### src/rtl/bcd_scan_display.sv
// bcd_scan_display: converts an 8-bit unsigned result to three BCD digits with a
// sequential double-dabble FSM, holds them in an atomically updated buffer, and
// scans them onto a common-anode 4-digit seven-segment display.
module bcd_scan_display #(
  parameter int REFRESH_DIV   = 50000,
  parameter bit BLANK_LEADING = 1'b1
) (
  input  logic       clk,
  input  logic       reset,
  input  logic [7:0] value,
  output logic [3:0] an,
  output logic [6:0] seg,
  output logic       busy
);

  localparam int             PW   = $clog2(REFRESH_DIV);
  localparam logic [PW-1:0]  PMAX = PW'(REFRESH_DIV - 1);

  localparam logic [1:0] ST_IDLE   = 2'd0;
  localparam logic [1:0] ST_SHIFT  = 2'd1;
  localparam logic [1:0] ST_COMMIT = 2'd2;

  logic [1:0]    r_state;
  logic          r_pending;
  logic [7:0]    r_lastValue;
  logic [7:0]    r_captured;
  logic [7:0]    r_bin;
  logic [11:0]   r_bcd;
  logic [2:0]    r_shiftCnt;
  logic          r_busy;
  logic [3:0]    r_dispHund;
  logic [3:0]    r_dispTens;
  logic [3:0]    r_dispOnes;
  logic [PW-1:0] r_prescale;
  logic [1:0]    r_scanIdx;
  logic [3:0]    r_an;
  logic [6:0]    r_seg;

  logic [11:0]   w_adj;
  logic [3:0]    w_digit;
  logic [3:0]    w_anSel;
  logic          w_blank;
  logic [6:0]    w_segCode;

  // Double-dabble correction: add 3 to any BCD nibble that would overflow on shift.
  always_comb begin
    w_adj = r_bcd;
    if (r_bcd[3:0] >= 4'd5)  w_adj[3:0]  = r_bcd[3:0]  + 4'd3;
    if (r_bcd[7:4] >= 4'd5)  w_adj[7:4]  = r_bcd[7:4]  + 4'd3;
    if (r_bcd[11:8] >= 4'd5) w_adj[11:8] = r_bcd[11:8] + 4'd3;
  end

  // Conversion FSM: capture in IDLE, eight shifts, then commit all digits in one edge.
  always_ff @(posedge clk or posedge reset) begin
    if (reset) begin
      r_state     <= ST_IDLE;
      r_pending   <= 1'b1;
      r_lastValue <= 8'd0;
      r_captured  <= 8'd0;
      r_bin       <= 8'd0;
      r_bcd       <= 12'd0;
      r_shiftCnt  <= 3'd0;
      r_busy      <= 1'b0;
      r_dispHund  <= 4'd0;
      r_dispTens  <= 4'd0;
      r_dispOnes  <= 4'd0;
    end else begin
      case (r_state)
        ST_IDLE: begin
          if (r_pending || (value != r_lastValue)) begin
            r_captured <= value;
            r_bin      <= value;
            r_bcd      <= 12'd0;
            r_shiftCnt <= 3'd0;
            r_busy     <= 1'b1;
            r_pending  <= 1'b0;
            r_state    <= ST_SHIFT;
          end
        end
        ST_SHIFT: begin
          {r_bcd, r_bin} <= {w_adj, r_bin} << 1;
          r_shiftCnt     <= r_shiftCnt + 3'd1;
          if (r_shiftCnt == 3'd7) r_state <= ST_COMMIT;
        end
        ST_COMMIT: begin
          r_dispHund  <= r_bcd[11:8];
          r_dispTens  <= r_bcd[7:4];
          r_dispOnes  <= r_bcd[3:0];
          r_lastValue <= r_captured;
          r_busy      <= 1'b0;
          r_state     <= ST_IDLE;
        end
        default: r_state <= ST_IDLE;
      endcase
    end
  end

  // Refresh prescaler and digit scan index (ones -> tens -> hundreds -> ones).
  always_ff @(posedge clk or posedge reset) begin
    if (reset) begin
      r_prescale <= '0;
      r_scanIdx  <= 2'd0;
    end else if (r_prescale == PMAX) begin
      r_prescale <= '0;
      r_scanIdx  <= (r_scanIdx == 2'd2) ? 2'd0 : r_scanIdx + 2'd1;
    end else begin
      r_prescale <= r_prescale + 1'b1;
    end
  end

  // Pick the active digit, its anode, and whether leading-zero blanking hides it.
  always_comb begin
    w_digit = r_dispOnes;
    w_anSel = 4'b1110;
    w_blank = 1'b0;
    case (r_scanIdx)
      2'd1: begin
        w_digit = r_dispTens;
        w_anSel = 4'b1101;
        w_blank = BLANK_LEADING && (r_dispHund == 4'd0) && (r_dispTens == 4'd0);
      end
      2'd2: begin
        w_digit = r_dispHund;
        w_anSel = 4'b1011;
        w_blank = BLANK_LEADING && (r_dispHund == 4'd0);
      end
      default: begin
        w_digit = r_dispOnes;
        w_anSel = 4'b1110;
        w_blank = 1'b0;
      end
    endcase
  end

  // Active-low segment decode {g,f,e,d,c,b,a}; non-decimal nibbles stay dark.
  always_comb begin
    w_segCode = 7'b1111111;
    case (w_digit)
      4'd0: w_segCode = 7'b1000000;
      4'd1: w_segCode = 7'b1111001;
      4'd2: w_segCode = 7'b0100100;
      4'd3: w_segCode = 7'b0110000;
      4'd4: w_segCode = 7'b0011001;
      4'd5: w_segCode = 7'b0010010;
      4'd6: w_segCode = 7'b0000010;
      4'd7: w_segCode = 7'b1111000;
      4'd8: w_segCode = 7'b0000000;
      4'd9: w_segCode = 7'b0010000;
      default: w_segCode = 7'b1111111;
    endcase
  end

  // Register the display drive so anodes and segments change together, glitch-free.
  always_ff @(posedge clk or posedge reset) begin
    if (reset) begin
      r_an  <= 4'b1111;
      r_seg <= 7'b1111111;
    end else if (w_blank) begin
      r_an  <= 4'b1111;
      r_seg <= 7'b1111111;
    end else begin
      r_an  <= w_anSel;
      r_seg <= w_segCode;
    end
  end

  assign an   = r_an;
  assign seg  = r_seg;
  assign busy = r_busy;

endmodule

### config.mk
export PLATFORM = sky130hd
export DESIGN_NAME = bcd_scan_display
export DESIGN_NICKNAME = d
export VERILOG_FILES = /design/src/rtl/bcd_scan_display.sv
export SDC_FILE = /design/constraint.sdc
export NUM_CORES = 1
export LEC_CHECK = 0
export ABC_AREA = 1
export BUFFER_PORTS_ARGS = -buffer_cell sky130_fd_sc_hd__buf_4
export CAP_MARGIN = 20
export CORE_AREA = 3 3 111 113
export CTS_BUF_LIST = sky130_fd_sc_hd__clkbuf_4 sky130_fd_sc_hd__clkbuf_8
export CTS_CLUSTER_DIAMETER = 50
export CTS_CLUSTER_SIZE = 30
export DETAILED_ROUTE_END_ITERATION = 12
export DIE_AREA = 0 0 114 116
export PLACE_DENSITY = 0.51
export SLEW_MARGIN = 25
export SYNTH_ARGS = -nofsm -noshare
export SYNTH_HDL_FRONTEND = slang
export SYNTH_SLANG_ARGS = --single-unit
export TNS_END_PERCENT = 10
### constraint.sdc
create_clock -name clk -period 3.4 [get_ports clk]
set_input_delay 0.17 -clock clk [delete_from_list [all_inputs] [get_ports clk]]
set_output_delay 0.17 -clock clk [all_outputs]
set_load 0.02 [all_outputs]
==> metrics.md <==
| Metric | Value |
|---|---|
| Outcome | complete, no violations |
| Count of buffering cells on the critical path with inverters included | 3 |
| P&R area growth vs syn | 12.9% |
| Critical path fanouts, max | 8 |
| Post-synth net total | around 520 |
| Routability Congestion | between 0.8 and 0.9 |
| Cell count after placement | about 650 |
| Critical Setup Path Class | reg2reg |
| Initial antenna violation count | 0 |
| Mean Syn Cell Area | a little over 8 um2 |
| Total iterations of the first detailed-routing run | 4 |
| Clock slew at reported path FFs | ~0.09 ns |
| Highest-delay cell along the critical path | ha_1 |
| Post-placement worst setup slack | around 1.2 ns |
| Wire length of the first global-routing pass | ~15000 um |
| Number of buffers added for setup after CTS | 0 |
| Clock tree sinks | 83 |
| Clock tree from TritonCTS | done |
| Largest cells by area after synthesis | dfrtp_1 44%, nand2_1 14%, dfstp_2 7.1% |
| Crit path capture type | flip-flop |
| Setup repair after global routing missed its margin | false |
| Critical path startpoint category | flip-flop |
| Placed cell areas | ~4400 um2 |
| Largest net degree at the start of global routing | just over 50 |
| Worst min-delay path category | in2reg |
| Crit path cell chain | inv_1 > ha_1 > inv_2 > nand2_1 > a21boi_2 > inv_1 > ha_1 > or2_2 > o211ai_1 > nand2_1 |
| Sequential cell area fraction in the yosys report | between 50% and 60% |
| Final WS setup | 1.23 ns |
| Y dimension of the die | ~120 um |
| Width of the die | 114 um |
| Area of the die | 13200 um2 |
| Initial core utilization | a little over a third |
| Most used flip-flop cell after synthesis | dfrtp_1 |
| Total of max-cap violations | 0 |
| Vias | approximately 3100 |
| Power per cell area | just over 800 nW/um2 |
| Delay of the slowest cell on the worst path | approximately 0.46 ns |
| Share of async-settable or async-resettable flops after synthesis | between 90% and 100% |
| Number of non-filler instances in the completed layout | approximately 670 |
| Final nets | about 550 |
| Post-route design area | 4570 um2 |
| Ant diodes | 0 |
| DRC viols | 0 |
| Count of cell types in the netlist | 31 |
| Static leakage | roughly 2.3 nW |
| Fraction of synthesized cell area taken by the top area cell type | 44.5% |
| Number of cell rows | 39 |
| Final wirelength | 8180 um |
| Data arrival, critical path | ~2.5 ns |
| Buffers added on ports | 20 |
| Number of global-route vias before repair | 3109 |
| Required @ worst endpoint | ~3.7 ns |
| Synth Warn # | 0 |
| Cell taking the most area after synthesis | dfrtp_1 |
| Shortest clock period the worst path allows after layout | 2.17 ns |
| Clock buffer count from CTS | 9 |
| Post-Route Skew | between 0.015 and 0.02 ns |
| Drt first-iter violations | 134 |
| Half-perimeter wire length of the detailed placement result | roughly 5700 um |
| Root buffer cell | clkbuf_8 |
| CTS H-tree depth | 3 |
| Least-Margin Pin Slew | 0.978 ns |
| Maximum clock path buffer count | 2 |
| Synth Instances | around 500 |
| Cell Area, Synth | 4050 um2 |
| Via-per-instance ratio | roughly 4.7 |
| Synthesized flop and latch total | 83 |
| Maximum operating frequency | ~460 MHz |
| CP top delay family | adder cells |
| # IOs | 22 |
| Avg WL per Cell | 12.2 um |
| Setup-failing EPs final | 0 |
| Antenna Nets Post-Route | 0 |
| Ratio of cells with drive above 1 in the final layout | 11.8% |
| Final Max Tran Viols | 0 |
| Core region area | 11400 um2 |
| Number of synthesized flops with an enable pin | 0 |
| Filler Cells Inserted | roughly 1200 |
| Clock latency on the worst-skew pair | 0.37 ns |
| Overflow left after global routing | 0 |
| Peak supply drop | approximately 0.41 mV |
| Headroom to the max-slew limit | 34.7% |
| Final cycle utilization of the critical path | a little under two thirds |
| Setup total negative slack | 0 ns |
| Total routing usage reported by global routing | 13.8% |
| Hold Vio Cnt, Final | 0 |
[through the flow]
step           hold slack, ns  util (%)  total power, mW
2_1_floorplan           0.329         -             2.63
3_3_place_gp            0.302      38.1             2.98
3_5_place_dp            0.305      38.1             3.01
4_1_cts                0.0863      40.0             3.78
5_1_grt                 0.116      40.0             4.09
6_report               0.0974      40.0             3.73
[sequential cells by signal (all words and copies together), names as in the netlist, 2 cells and up]
name and count:
r_prescale 16, r_bcd 12, r_bin 8, r_captured 8, r_lastValue 8, seg 7
r_dispHund 4, r_dispOnes 4, r_dispTens 4, an 3, r_shiftCnt 3, r_scanIdx 2
r_state 2
[layout by cell type (no fill, tap or decap), types with 11 or more instances in the layout]
master / synthesis / final
inv_1: 63 / 62
dfrtp_1: 72 / 72
nor2_1: 34 / 34
nand2_1: 148 / 148
buf_4: 1 / 25
o21ai_0: 55 / 55
a21oi_1: 11 / 11
nand3_1: 36 / 36
ha_1: 16 / 16
dfstp_2: 11 / 11
[cell usage after synthesis (3+ instances only)]
master,n
buf_2,4
nor2_1,34
or2_2,3
dfrtp_1,72
a21oi_1,11
clkbuf_1,8
dfstp_2,11
nand2_1,148
ha_1,16
o21ai_0,55
nand3_1,36
xor2_1,6
o211ai_1,6
inv_1,63
nor3_1,3
[worst reg2reg max path, stage by stage (launching register included)]
cell,delay (ns)
dfrtp_1,0.38
inv_1,0.08
ha_1,0.46
inv_2,0.10
nand2_1,0.06
a21boi_2,0.30
inv_1,0.08
ha_1,0.19
or2_2,0.30
o211ai_1,0.09
nand2_1,0.07
[worst paths after layout]
path,start,slack [ns],endpoint,cells after the start
hold reg to reg,r_pending$_DFFE_PP1P_,0.47,r_pending$_DFFE_PP1P_,2
hold / removal,value[0],0.1,r_captured[0]$_DFFE_PP0P_,3
min in group asynchronous,reset,0.46,r_dispTens[3]$_DFFE_PP0P_,4
max in group asynchronous,reset,2.43,r_state[0]$_DFFE_PP0P_,4
setup reg to reg,r_scanIdx[0]$_DFFE_PP0N_,1.23,seg[6]$_DFF_PP1_,10
setup / recovery,r_scanIdx[0]$_DFFE_PP0N_,1.23,seg[6]$_DFF_PP1_,10
[layout make-up]
class | instances | area, um2 | area share, %
well taps | 143 | 179 | 3.91
repair buffers | 26 | 198 | 4.33
flip-flops and latches | 83 | 2090 | 45.7
clock buffers | 11 | 145 | 3.18
inverters | 65 | 246 | 5.39
multi-input cells | 335 | 1650 | 36.1
clock inverters | 5 | 60.1 | 1.31
[repair_timing]
item,CTS,global route
hold buffers,1,0
resized for setup,0,0
hold endpoints to repair,45,0
[routing by layer]
metal  track usage, %  share of wire (%)  vias up
met1             17.2                 48     1467
li1                 -                  -     1615
met2             22.5                 46       40
met5                0                  0        -
met4             7.36                3.1        0
met3             2.92                3.1       18
[report_power, final]
part	internal [mW]	switching (mW)	leakage, nW
sequential	1.37	0.228	1.01
clock	0.372	0.379	0.104
combinational	0.515	0.860	1.22
total	2.26	1.47	2.33
[logic make-up after synthesis]
family	Yosys count	share of synthesized area, %
AND/OR/NAND/NOR	230	23.1
flip-flops	83	51.6
AO/OA/AOI/OAI	80	10.9
buffers and inverters	79	7.57
adder cells (fa/ha/maj)	16	4.94
XOR/XNOR	8	1.73
other	1	0.0926
No activity file was read; power rests on OpenSTA's default activity.
